<file path="src/rtl/uc_hazard_hold_pkg.sv">
// Shared encodings for the hazard/hold generator: NOP codes, field widths, FSM states.
package uc_hazard_hold_pkg;
    localparam int SELC_W = 6;
    localparam int TYPE_W = 7;
    localparam logic [SELC_W-1:0] NOP_SELC = 6'd35;
    localparam logic [TYPE_W-1:0] TYPE_NOP = 7'b0;

    typedef enum logic [1:0] {
        RUN       = 2'd0,
        LOAD_WAIT = 2'd1,
        MEM_WAIT  = 2'd2
    } state_t;
endpackage

</file>
<file path="src/rtl/uc_hazard_cmp.sv">
// Load-use hazard comparator: EX destination against both decode sources, NOP destination masked.
module uc_hazard_cmp
    import uc_hazard_hold_pkg::*;
(
    input  logic              valid,
    input  logic              ex_mr,
    input  logic [SELC_W-1:0] ex_selc,
    input  logic [SELC_W-1:0] sel_a,
    input  logic [SELC_W-1:0] sel_b,
    output logic              hz
);
    assign hz = valid & ex_mr & (ex_selc != NOP_SELC) &
                ((ex_selc == sel_a) | (ex_selc == sel_b));
endmodule

</file>
<file path="src/rtl/uc_hazard_hold.sv">
// Hazard/hold generator with EX tracking register and memory strobes.
// Optional memory timeout error enabled by defining UC_HOLD_TIMEOUT_EN.
//
// state     | meaning
// RUN       | normal issue; HOLD only on a fresh hazard or busy memory
// LOAD_WAIT | bubble in EX, counting down the remaining load latency
// MEM_WAIT  | EX access outstanding, EX frozen until MEM_READY
module uc_hazard_hold
    import uc_hazard_hold_pkg::*;
#(
    parameter int LOAD_LAT = 2,
    parameter int TIMEOUT  = 255
) (
    input  logic              CLK,
    input  logic              RESET_N,
    input  logic              VALID_IN,
    input  logic [SELC_W-1:0] SelA_in,
    input  logic [SELC_W-1:0] SelB_in,
    input  logic [SELC_W-1:0] SelC_in,
    input  logic              MR_IN,
    input  logic              MW_IN,
    input  logic              MEM_READY,
    output logic              HOLD,
    output logic [SELC_W-1:0] EX_SelC,
    output logic              MR_OUT,
    output logic              MW_OUT,
    output logic              MEM_ERR
);
    localparam logic [7:0] LAT_M1 = 8'(LOAD_LAT - 1);

    if (LOAD_LAT < 1 || LOAD_LAT > 7 || TIMEOUT < 1 || TIMEOUT > 255) begin : g_bad_param
        $error("uc_hazard_hold: LOAD_LAT must be 1..7 and TIMEOUT 1..255");
    end

    state_t     state, state_d;
    logic [7:0] cnt, cnt_d;
    logic       hz, busy, tmo;
    logic       ex_ld, ex_bub, err_set;

    uc_hazard_cmp u_cmp (
        .valid   (VALID_IN),
        .ex_mr   (MR_OUT),
        .ex_selc (EX_SelC),
        .sel_a   (SelA_in),
        .sel_b   (SelB_in),
        .hz      (hz)
    );

    assign busy = (MR_OUT | MW_OUT) & ~MEM_READY;

`ifdef UC_HOLD_TIMEOUT_EN
    localparam logic [7:0] TMO_CNT = 8'(TIMEOUT);
    assign tmo = (state == MEM_WAIT) & ~MEM_READY & (cnt >= TMO_CNT);
`else
    assign tmo = 1'b0;
`endif

    always_comb begin
        state_d = state;
        cnt_d   = cnt;
        HOLD    = 1'b0;
        ex_ld   = 1'b0;
        ex_bub  = 1'b0;
        err_set = 1'b0;
        case (state)
            RUN: begin
                if (busy) begin
                    HOLD    = 1'b1;
                    state_d = MEM_WAIT;
                    cnt_d   = 8'd0;
                end else if (hz) begin
                    HOLD   = 1'b1;
                    ex_bub = 1'b1;
                    cnt_d  = LAT_M1;
                    if (LOAD_LAT > 1) state_d = LOAD_WAIT;
                end else begin
                    ex_ld = 1'b1;
                end
            end
            LOAD_WAIT: begin
                // the hazard-detect cycle already counted as the first HOLD cycle
                HOLD = 1'b1;
                if (cnt != 8'd0) cnt_d = cnt - 8'd1;
                if (cnt <= 8'd1) state_d = RUN;
            end
            MEM_WAIT: begin
                if (tmo) begin
                    ex_bub  = 1'b1;
                    err_set = 1'b1;
                    state_d = RUN;
                    cnt_d   = 8'd0;
                end else if (busy) begin
                    HOLD = 1'b1;
                    if (cnt != 8'hFF) cnt_d = cnt + 8'd1;
                end else if (hz) begin
                    HOLD   = 1'b1;
                    ex_bub = 1'b1;
                    cnt_d  = LAT_M1;
                    state_d = (LOAD_LAT > 1) ? LOAD_WAIT : RUN;
                end else begin
                    ex_ld   = 1'b1;
                    state_d = RUN;
                    cnt_d   = 8'd0;
                end
            end
            default: begin
                state_d = RUN;
                cnt_d   = 8'd0;
            end
        endcase
    end

    always_ff @(posedge CLK or negedge RESET_N) begin
        if (!RESET_N) begin
            state   <= RUN;
            cnt     <= 8'd0;
            EX_SelC <= NOP_SELC;
            MR_OUT  <= 1'b0;
            MW_OUT  <= 1'b0;
        end else begin
            state <= state_d;
            cnt   <= cnt_d;
            if (ex_ld) begin
                EX_SelC <= VALID_IN ? SelC_in : NOP_SELC;
                MR_OUT  <= VALID_IN & MR_IN;
                MW_OUT  <= VALID_IN & MW_IN;
            end else if (ex_bub) begin
                EX_SelC <= NOP_SELC;
                MR_OUT  <= 1'b0;
                MW_OUT  <= 1'b0;
            end
        end
    end

`ifdef UC_HOLD_TIMEOUT_EN
    always_ff @(posedge CLK or negedge RESET_N) begin
        if (!RESET_N) MEM_ERR <= 1'b0;
        else if (err_set) MEM_ERR <= 1'b1;
    end
`else
    assign MEM_ERR = 1'b0;
    logic unused_err;
    assign unused_err = err_set;
`endif
endmodule

</file>
<file path="config.mk">
export PLATFORM = sky130hd
export DESIGN_NAME = uc_hazard_hold
export DESIGN_NICKNAME = d
export VERILOG_FILES = /design/src/rtl/uc_hazard_hold_pkg.sv /design/src/rtl/uc_hazard_cmp.sv /design/src/rtl/uc_hazard_hold.sv
export SDC_FILE = /design/constraint.sdc
export NUM_CORES = 1
export LEC_CHECK = 0
export CAP_MARGIN = 10
export CORE_MARGIN = 4
export CORE_UTILIZATION = 44
export CTS_CLUSTER_DIAMETER = 50
export DETAILED_ROUTE_END_ITERATION = 8
export GPL_ROUTABILITY_DRIVEN = 0
export PLACE_DENSITY = 0.87
export SYNTH_ARGS = -nofsm -noshare
export SYNTH_HDL_FRONTEND = slang
export SYNTH_HIERARCHICAL = 1
export SYNTH_SLANG_ARGS = --single-unit
</file>
<file path="constraint.sdc">
create_clock -name CLK -period 2.3 [get_ports CLK]
set_clock_uncertainty 0.05 [all_clocks]
set_input_delay 0.23 -clock CLK [delete_from_list [all_inputs] [get_ports CLK]]
set_output_delay 0.23 -clock CLK [all_outputs]
set_load 0.02 [all_outputs]
</file>
Word level (Yosys, flattened, before mapping)
Cells that the tools add are included.

$add $sub $neg: 2. Equality and inequality tests: 11. Multiplexer cells: 27. $lt $le $gt $ge: 1. Reductions and logical operators: 6. Bitwise operators: 9.

Operators with widths (count): 2-to-1 mux 8 bit (5); case mux 8 bit (3 select lines) (1); 2-to-1 mux 6 bit (3); == test 6 bit (2); 2-to-1 mux 1 bit (12); adder 8 x 1 -> 8 bit (second input constant) (1); <= comparator 8 x 1 -> 1 bit (second input constant) (1); 2-to-1 mux 2 bit (4); != test 8 bit (second input constant) (1); nonzero test 8 bit (1); subtractor 8 x 1 -> 8 bit (second input constant) (1); bitwise AND 1 bit (6); != test 2 bit (second input constant) (3); != test 3 bit (second input constant) (2); != test 6 bit (second input constant) (1); case mux 2 bit (3 select lines) (1); AND reduction 3 bit (2); == test 2 x 1 -> 1 bit (second input constant) (1); == test 2 bit (second input constant) (1); zero test 2 bit (1); bitwise OR 1 bit (2); case mux 1 bit (2 select lines) (1); nonzero test 2 bit (1); OR reduction 2 bit (1); inverter 1 bit (1).

Output and inout bits: 10. Logic and storage cells: 61. Flip-flop bits (word level): 18. Bits of input ports: 24.

Longest topological paths before layout
Gate-level depths: netlist of the first run.

Depth after elaboration: 8. Mapped depth: 9. Mapped depth without buffers: 8.

Modules after synthesis
Netlist of the first run, hierarchy kept.

By module, submodules not included: uc_hazard_hold (times used 1, sequential area each 454.2 sq um, cells each 140, area an instance 1214.9 sq um); uc_hazard_cmp (times used 1, sequential area each 0.0 sq um, cells each 19, area an instance 156.4 sq um).

Worst setup path after synthesis of the first run
No wires, ideal clock.

Path type: register to register. Start: reg EX_SelC[5]. End: reg cnt[2]. Library setup time: 0.121 ns. Arrival time: 2.213 ns. Cell stages (with the launch flop): 9. Data required time: 2.129 ns. Path buffers: 0. Setup slack: -0.084 ns. Clock period less this slack: 2.384 ns. Path through: dfstp_2 -> xor2_1 -> nor4_1 -> nand3_1 -> a21oi_1 -> nor2_1 -> a211oi_4 -> o221ai_2 -> a22o_1.

Word-level cells in the longest chain between the ends: 5. Elaborated cells on any way between the ends: 8. Classes of those cells: 4 x eq/ne; 3 x bitwise; 1 x reduce/logical.

Ends and longest elaborated chain: from (decl) (line uc_hazard_hold.sv:24) `output logic [SELC_W-1:0] EX_SelC,`; from (signal assigned) (line uc_hazard_hold.sv:124) `EX_SelC <= VALID_IN ? SelC_in : NOP_SELC;`; != test 6 bit / == test 6 bit (equally long branches) (line uc_hazard_cmp.sv:12, uc_hazard_cmp.sv:13); bitwise AND 1 bit / bitwise OR 1 bit (equally long branches) (line uc_hazard_cmp.sv:12, uc_hazard_cmp.sv:13); bitwise AND 1 bit * (line uc_hazard_cmp.sv:12) `assign hz = valid & ex_mr & (ex_selc != NOP_SELC) &`; named net hz (line uc_hazard_hold.sv:37) `logic hz, busy, tmo;`; != test 3 bit (no source line) *; AND reduction 3 bit (no source line) *; to (signal assigned) (line uc_hazard_hold.sv:122) `cnt <= cnt_d;`; to (decl) (line uc_hazard_hold.sv:36) `logic [7:0] cnt, cnt_d;`.

Mark *: on every way through the listed nets, which the timed path passes. The rest lies on a longest branch. A chain may end at the register's enable or synchronous reset.

Worst setup path after layout of the first run
Start: reg EX_SelC[5]. End: out HOLD.

Word-level cells in the longest chain between the ends: 6. Elaborated cells on any way between the ends: 9. Classes of those cells: 3 x eq/ne; 3 x mux; 3 x bitwise.

Ends and longest elaborated chain: != test 6 bit / == test 6 bit (equally long branches) (line uc_hazard_cmp.sv:12, uc_hazard_cmp.sv:13); bitwise AND 1 bit / bitwise OR 1 bit (equally long branches) (line uc_hazard_cmp.sv:12, uc_hazard_cmp.sv:13); bitwise AND 1 bit * (line uc_hazard_cmp.sv:12); named net hz (line uc_hazard_hold.sv:37); 2-to-1 mux 1 bit * (line uc_hazard_hold.sv:71, uc_hazard_hold.sv:95); 2-to-1 mux 1 bit * (line uc_hazard_hold.sv:92) `end else if (busy) begin`; case mux 1 bit (2 select lines) * (line uc_hazard_hold.sv:65) `case (state)`; to (decl) (line uc_hazard_hold.sv:23) `output logic HOLD,`.

Marks and branches as above.

==> metrics.md, run 1 <==
| Metric | Value |
|---|---|
| Status | complete, but fails checks |
| Failing checks | negative setup slack |
| CTS tree | built |
| Kind of cell adding the most delay to the critical path | flip-flops |
| Primary FF master, synth | dfrtp_1 |
| Initial antenna violation count | 0 |
| Crit path time final | 2.35 ns |
| Final period util | 1.02 |
| Crit path depth | 7 |
| Highest cell delay on the worst timing path | 0.57 ns |
| Most common cell after layout, fill and taps aside | clkdlybuf4s50_1 |
| Post-Layout Inst Area | about 0.002 mm² |
| Net Count, Synth | 187 |
| Clk_lat worst skew | 0.29 ns |
| Yosys cell types | between 40 and 50 |
| Seq/Total Area, Yosys | 0.331 |
| Synth warn | 6 |
| CP Capture Type | output port |
| CP max-delay cell | dfstp_2 |
| Cells on worst reg2reg path | 10 |
| Clock Sinks | 18 |
| Global-route wire length before repair | 6860 µm |
| Area growth, synth to finish | 44.3% |
| Maximum clock frequency | 425 MHz |
| CTS hold repair buffers | 0 |
| FILL cells | 221 |
| Average via count per standard cell | 5.83 |
| Pre-CTS WS | -0.373 ns |
| Pin count of the biggest net entering global routing | 19 |
| Share of cells above drive strength 1 | 0.239 |
| Worst path most repeated cell | buf_4 |
| Die area | 0.00407 mm² |
| Critical Path Fanout Max | 4 |
| Starting density of the core | 0.477 |
| Leakage | 0.819 nW |
| Max_cap viols | 0 |
| Mapped cell area | 0.00137 mm² |
| Actual transition at the worst max-transition pin | between 0.8 and 0.9 ns |
| Post-synth ARST share | 1.00 |
| Final Instance Count excl. Fillers | 251 |
| Flop2flop setup slack | -0.04 ns |
| Ant diodes | 0 |
| Dpl hpwl | a little over 3000 µm |
| Antenna-violating nets left | 0 |
| CP required | 2.02 ns |
| CP Data Arrival Time | 2.07 ns |
| CTS Buffer Depth | 2 |
| Max_slew headroom | 0.441 |
| Initial detailed-routing violation count | just under 70 |
| Worst Setup EP | HOLD |
| Final Total Pwr | 1.16 mW |
| Instance area at placement | 0.00180 mm² |
| Peak supply drop | 0.488 mV |
| Post-layout util | 0.688 |
| Die height | ~64 µm |
| Unrepaired setup endpoints after global routing | true |
| Synthesized flop and latch total | 18 |
| Net count, final | 238 |
| Most frequent cells in the layout | clkdlybuf4s50_1 (31), nand2_1 (24), buf_4 (19) |
| Final worst slack | -0.0536 ns |
| Dpl cells | 239 |
| CP Cell Sequence | xor2_2 > nor4_2 > nand3_1 > a21oi_4 > buf_4 > o21a_1 > buf_4 |
| Worst r2r src | EX_SelC[5] |
| Via count | 1463 |
| Wirelength per Cell | roughly 17 µm |
| Number of flops mapped to enable cells by yosys | 0 |
| H-tree depth | 1 |
| Hold/Removal Path Class | in -> async |
| Num CTS Buffers | 3 |
| Detailed Routing Iterations Pass 1 | 4 |
| Total grt overflow | 0 |
| Syn avg cell area | 8.62 µm² |
| Synthesized instance count | 159 |
| DRC viols | 0 |
| Setup violators final | 6 |
| Worst setup SP type | register |
| PortBufs | 32 |
| Number of placement rows | 19 |
| Critical path class | reg -> out |
| Core area | 0.00288 mm² |
| Root buf cell | clkbuf_4 |
| Final WL | 4310 µm |
| Crit path from | EX_SelC[5] |
| Crit path buf inv count | 2 |
| IO Pins | 34 |
| Total track usage | 0.208 |
| Vias in the first global route | around 1500 |
| Critical register-to-register path endpoint | cnt[7] |
| Worst-path clk slew | 0.11 ns |
| Final Max Slew Viols | 0 |
| Die Span X | 63.8 µm |
| Hold Fails Final Rpt | 0 |
| PwrDens | 587 mW/mm² |
## final cells by class
class	instances	area [µm²]	share of cell area
Clock buffer	4	36.3	0.0183
Inverter	3	11.3	0.00569
Multi-Input combinational cell	129	915	0.462
Sequential cell	18	454	0.230
Tap cell	42	52.6	0.0266
Timing Repair Buffer	55	509	0.257
## worst min-delay path by stage
stage / depth (start not counted) / endpoint / start
global placement: 2 / EX_SelC[0] / EX_SelC[0]
finish: 1 / MW_OUT / RESET_N
detailed placement: 2 / EX_SelC[0] / EX_SelC[0]
floorplan: 0 / EX_SelC[2] / RESET_N
CTS: 1 / MW_OUT / RESET_N
global route: 1 / MR_OUT / RESET_N
## worst reg2reg max path, stage by stage, from the launching register on
cell      delay (ns)
dfstp_2         0.57
xor2_2          0.07
nor4_2          0.31
nand3_1         0.17
a21oi_4         0.26
nor2_2          0.08
a211oi_4        0.27
buf_6           0.16
buf_6           0.12
a21oi_2         0.06
a41oi_2         0.15
## power by group
| group | switching [mW] | leakage (nW) | internal (mW) |
|---|---|---|---|
| registers | 0.0762 | 0.231 | 0.361 |
| clock network | 0.102 | 0.0210 | 0.0965 |
| logic | 0.260 | 0.567 | 0.264 |
| total | 0.439 | 0.819 | 0.722 |
## routing by layer
metal / wire length, µm / up-vias / track usage / part of all wire
met5: 0 / - / 0 / 0
met1: 1680 / 694 / 0.255 / 0.39
met3: 254 / 17 / 0.0350 / 0.059
li1: - / 673 / - / -
met2: 2230 / 79 / 0.356 / 0.52
met4: 141 / 0 / 0.0970 / 0.033
## registers in the layout, indices dropped and copies added, names as in the netlist
signal	cells
MR_OUT	1
MW_OUT	1
cnt	8
EX_SelC	6
state	2
## synthesized netlist by cell type (all sizes together), types with 2 or more instances
cell type | n | area (µm²)
a32oi | 2 | 17.5
nand2 | 24 | 90.1
xnor2 | 5 | 43.8
clkbuf | 3 | 13.8
xor2 | 8 | 70.1
a22o | 2 | 17.5
dfstp | 3 | 78.8
dfrtp | 15 | 375
buf | 6 | 45.0
nand3 | 14 | 70.1
o21ai | 13 | 65.1
and3 | 2 | 12.5
ha | 4 | 50.1
nor4 | 4 | 52.6
nor2 | 10 | 40.0
a31oi | 3 | 18.8
a21oi | 8 | 43.8
nand4 | 3 | 18.8
inv | 3 | 11.3
nand2b | 3 | 18.8
a32o | 2 | 20.0
nor2b | 3 | 18.8
o221ai | 2 | 23.8
## timing repair
item | CTS | global route
resized for setup | 10 | 12
pin swaps | 6 | 5
endpoints found under the setup margin | 9 | 9
setup buffers | 4 | 4
## through the flow
step                hold slack, ns  TNS [ns]
floorplan                   -0.116         0
global placement             0.436     -1.28
detailed placement           0.457     -3.01
CTS                          0.355    -0.123
global route                 0.398    -0.659
finish                       0.354    -0.206
## cells by family after synthesis
kind of cell / after synthesis / synth area share
AOI/OAI and AO/OA: 42 / 0.225
xor gates and xnor gates: 13 / 0.0830
adders and majority gates: 4 / 0.0365
buffers and inverters: 12 / 0.0511
DFF: 18 / 0.331
muxes: 1 / 0.00730
other: 1 / 0.00273
and+or+nand+nor: 68 / 0.263
No activity file was read; power rests on OpenSTA's default activity.
==> inputs of run 2 (changes only) <==
Clock period 2.3 ns to 1.93 ns, I/O delays scaled along.
==> run 2 against run 1 <==
  * The run still ends with negative setup slack left
  * Hold slack worse by 0.19 ns
  * Die area unchanged
  * Sequential share of layout area down 0.77 points
  * Critical path depth up 3
  * Worst setup slack worse by 0.35 ns
  * Routed wire length up 15%
  * Utilization up 2.4 points
  * First-iteration DRC count up 25%
  * Count of clock-buffer cells in the layout unchanged
  * Flip-flop and latch count unchanged
  * Register-to-register slack worse by 0.36 ns
  * Power up 22%
  * Critical endpoint is now cnt[0]
  * Largest cell class unchanged
  * Largest power group unchanged
  * Highest routed layer unchanged
==> metrics.md, run 2 (same netlist as run 1, synthesis figures left out) <==
| Metric | Value |
|---|---|
| Biggest register | cnt |
| CP max-delay cell | dfstp_2 |
| Worst-path clk slew | 0.12 ns (about the same) |
| Crit path time final | about 2.3 ns |
| CP required | 2.07 ns (+0.05 ns) |
| Clock Sinks | 18 (unchanged) |
| Pin count of the biggest net entering global routing | 13 (-6) |
| PwrDens | 693 mW/mm² (+18%) |
| Final period util | 1.21 |
| Actual transition at the worst max-transition pin | 0.511 ns (-0.325 ns) |
| Failing checks | negative setup slack |
| Crit path buf inv count | 3 (+1) |
| Area growth, synth to finish | 49.3% |
| CP Capture Type | register |
| Kind of cell adding the most delay to the critical path | compound AO/OA/AOI/OAI gates |
| CTS Buffer Depth | 2 (unchanged) |
| Die Span X | 63.8 µm (unchanged) |
| Global-route wire length before repair | 7620 µm (+11%) |
| Net count, final | 246 (+3.4%) |
| Detailed Routing Iterations Pass 1 | 5 (+1) |
| Unrepaired setup endpoints after global routing | true |
| Peak supply drop | 0.422 mV (-13%) |
| Reg area | 454 µm² (unchanged) |
| Total grt overflow | 0 (unchanged) |
| CP Data Arrival Time | 2.48 ns (+0.41 ns) |
| Final Instance Count excl. Fillers | 259 (+3.2%) |
| Most common cell after layout, fill and taps aside | clkdlybuf4s50_1 |
| Root buf cell | clkbuf_4 |
| Worst path most repeated cell | buf_4 |
| Total track usage | 0.235 (+0.0265) |
| Max reg flops | 8 (unchanged) |
| Status | complete, but fails checks |
| Ant diodes | 0 (unchanged) |
| Critical Path Fanout Max | 5 (+1) |
| Maximum clock frequency | 428 MHz |
| Biggest regs | cnt: 8 flops, EX_SelC: 6 flops, state: 2 flops |
| Dpl hpwl | 3420 µm (+13%) |
| Critical path class | reg -> reg |
| Share of cells above drive strength 1 | 0.286 (+0.0465) |
| FILL cells | 194 (-12%) |
| Initial antenna violation count | 0 (unchanged) |
| CTS hold repair buffers | 0 (unchanged) |
| Die area | 0.00407 mm² (unchanged) |
| Starting density of the core | 0.477 (unchanged) |
| H-tree depth | 1 (unchanged) |
| Num CTS Buffers | 3 (unchanged) |
| PortBufs | 32 (unchanged) |
| Dpl cells | 250 (+4.6%) |
| Highest cell delay on the worst timing path | 0.59 ns (+0.02 ns) |
| Final Total Pwr | 1.42 mW (+22%) |
| Total Neg Setup Slack | -4.39 ns (-4.19 ns) |
| Most frequent cells in the layout | clkdlybuf4s50_1 (30), buf_4 (26), nand2_1 (24) |
| Hold/Removal Path Class | in -> async |
| Final worst slack | -0.405 ns (-0.351 ns) |
| Hold Fails Final Rpt | 0 (unchanged) |
| IO Pins | 34 (unchanged) |
| Max_slew headroom | 0.658 (+0.217) |
| Multi-input combinational cell area | 927 µm² (+1.4%) |
| Vias in the first global route | 1576 (+7.4%) |
| Antenna-violating nets left | 0 (unchanged) |
| Average via count per standard cell | 5.86 (+0.49%) |
| Setup violators final | 18 (+12) |
| CTS tree | built |
| Die height | 63.8 µm (unchanged) |
| Wirelength per Cell | 19.1 µm (+11%) |
| Worst setup SP type | register |
| Core area | 0.00288 mm² (unchanged) |
| Post-layout util | 0.712 (+0.0239) |
| CP Cell Sequence | buf_6 > nand4b_1 > o311ai_2 > a21oi_2 > buf_4 > buf_4 > o21ai_1 > mux2i_1 > a32oi_2 > o221ai_2 |
| Final Max Slew Viols | 0 (unchanged) |
| Leakage | 0.860 nW (+5.1%) |
| Final WL | 4950 µm (+15%) |
| Clk_lat worst skew | 0.30 ns (about the same) |
| Initial detailed-routing violation count | 86 (+25%) |
| Number of placement rows | 19 (unchanged) |
| Max_cap viols | 0 (unchanged) |
| DRC viols | 0 (unchanged) |
| Via count | 1517 (+3.7%) |
## run 2: what timing repair did
item,in CTS,in global routing
setup buffers,2,3
resized for setup,16,13
endpoints found under the setup margin,17,18
gates cloned,0,0
pin swaps,3,10
## run 2: worst register-to-register path: cells and delay by family (launching register included)
family	cells	cell delay [ns]
AO/OA/AOI/OAI	5	0.91
buffers and inverters	3	0.45
flip-flops	1	0.59
multiplexers	1	0.11
AND/OR/NAND/NOR	1	0.12
## run 2: area by class of cell
class,instances,area share
clock buffers,4,0.0128
inverters,3,0.00550
multi-input cells,129,0.453
flip-flops and latches,18,0.222
well taps,42,0.0257
repair buffers,63,0.281
## run 2: final timing paths
| kind | from | end | slack [ns] | depth (start not counted) |
|---|---|---|---|---|
| max | EX_SelC[1] | cnt[0] | -0.40 | 10 |
| min | RESET_N | cnt[2] | 0.16 | 1 |
| max reg2reg | EX_SelC[1] | cnt[0] | -0.40 | 10 |
| min reg2reg | EX_SelC[0] | EX_SelC[0] | 0.48 | 2 |
| max in group asynchronous | RESET_N | EX_SelC[2] | 1.14 | 2 |
| min in group CLK | SelC_in[3] | EX_SelC[3] | 0.38 | 3 |
## run 2: power by group
group / internal [mW] / total (mW) / switching, mW
clock network: 0.0805 / 0.212 / 0.131
logic: 0.349 / 0.696 / 0.347
registers: 0.430 / 0.511 / 0.0810
total: 0.860 / 1.42 / 0.560
## run 2: metal layers
metal / part of all wire / track usage
met1: 0.39 / 0.290
met2: 0.53 / 0.418
met3: 0.055 / 0.0298
met4: 0.024 / 0.0809
met5: 0 / 0
## run 2: through the flow
step                worst slack [ns]  hold WS, ns  instance area (µm²)
CTS                           -0.410        0.186                 1970
global placement              -0.429        0.424                 1900
detailed placement            -0.557        0.431                 1900
finish                        -0.405        0.161                 2050
global route                  -0.474        0.184                 2050
floorplan                     -0.319       -0.153                 1390
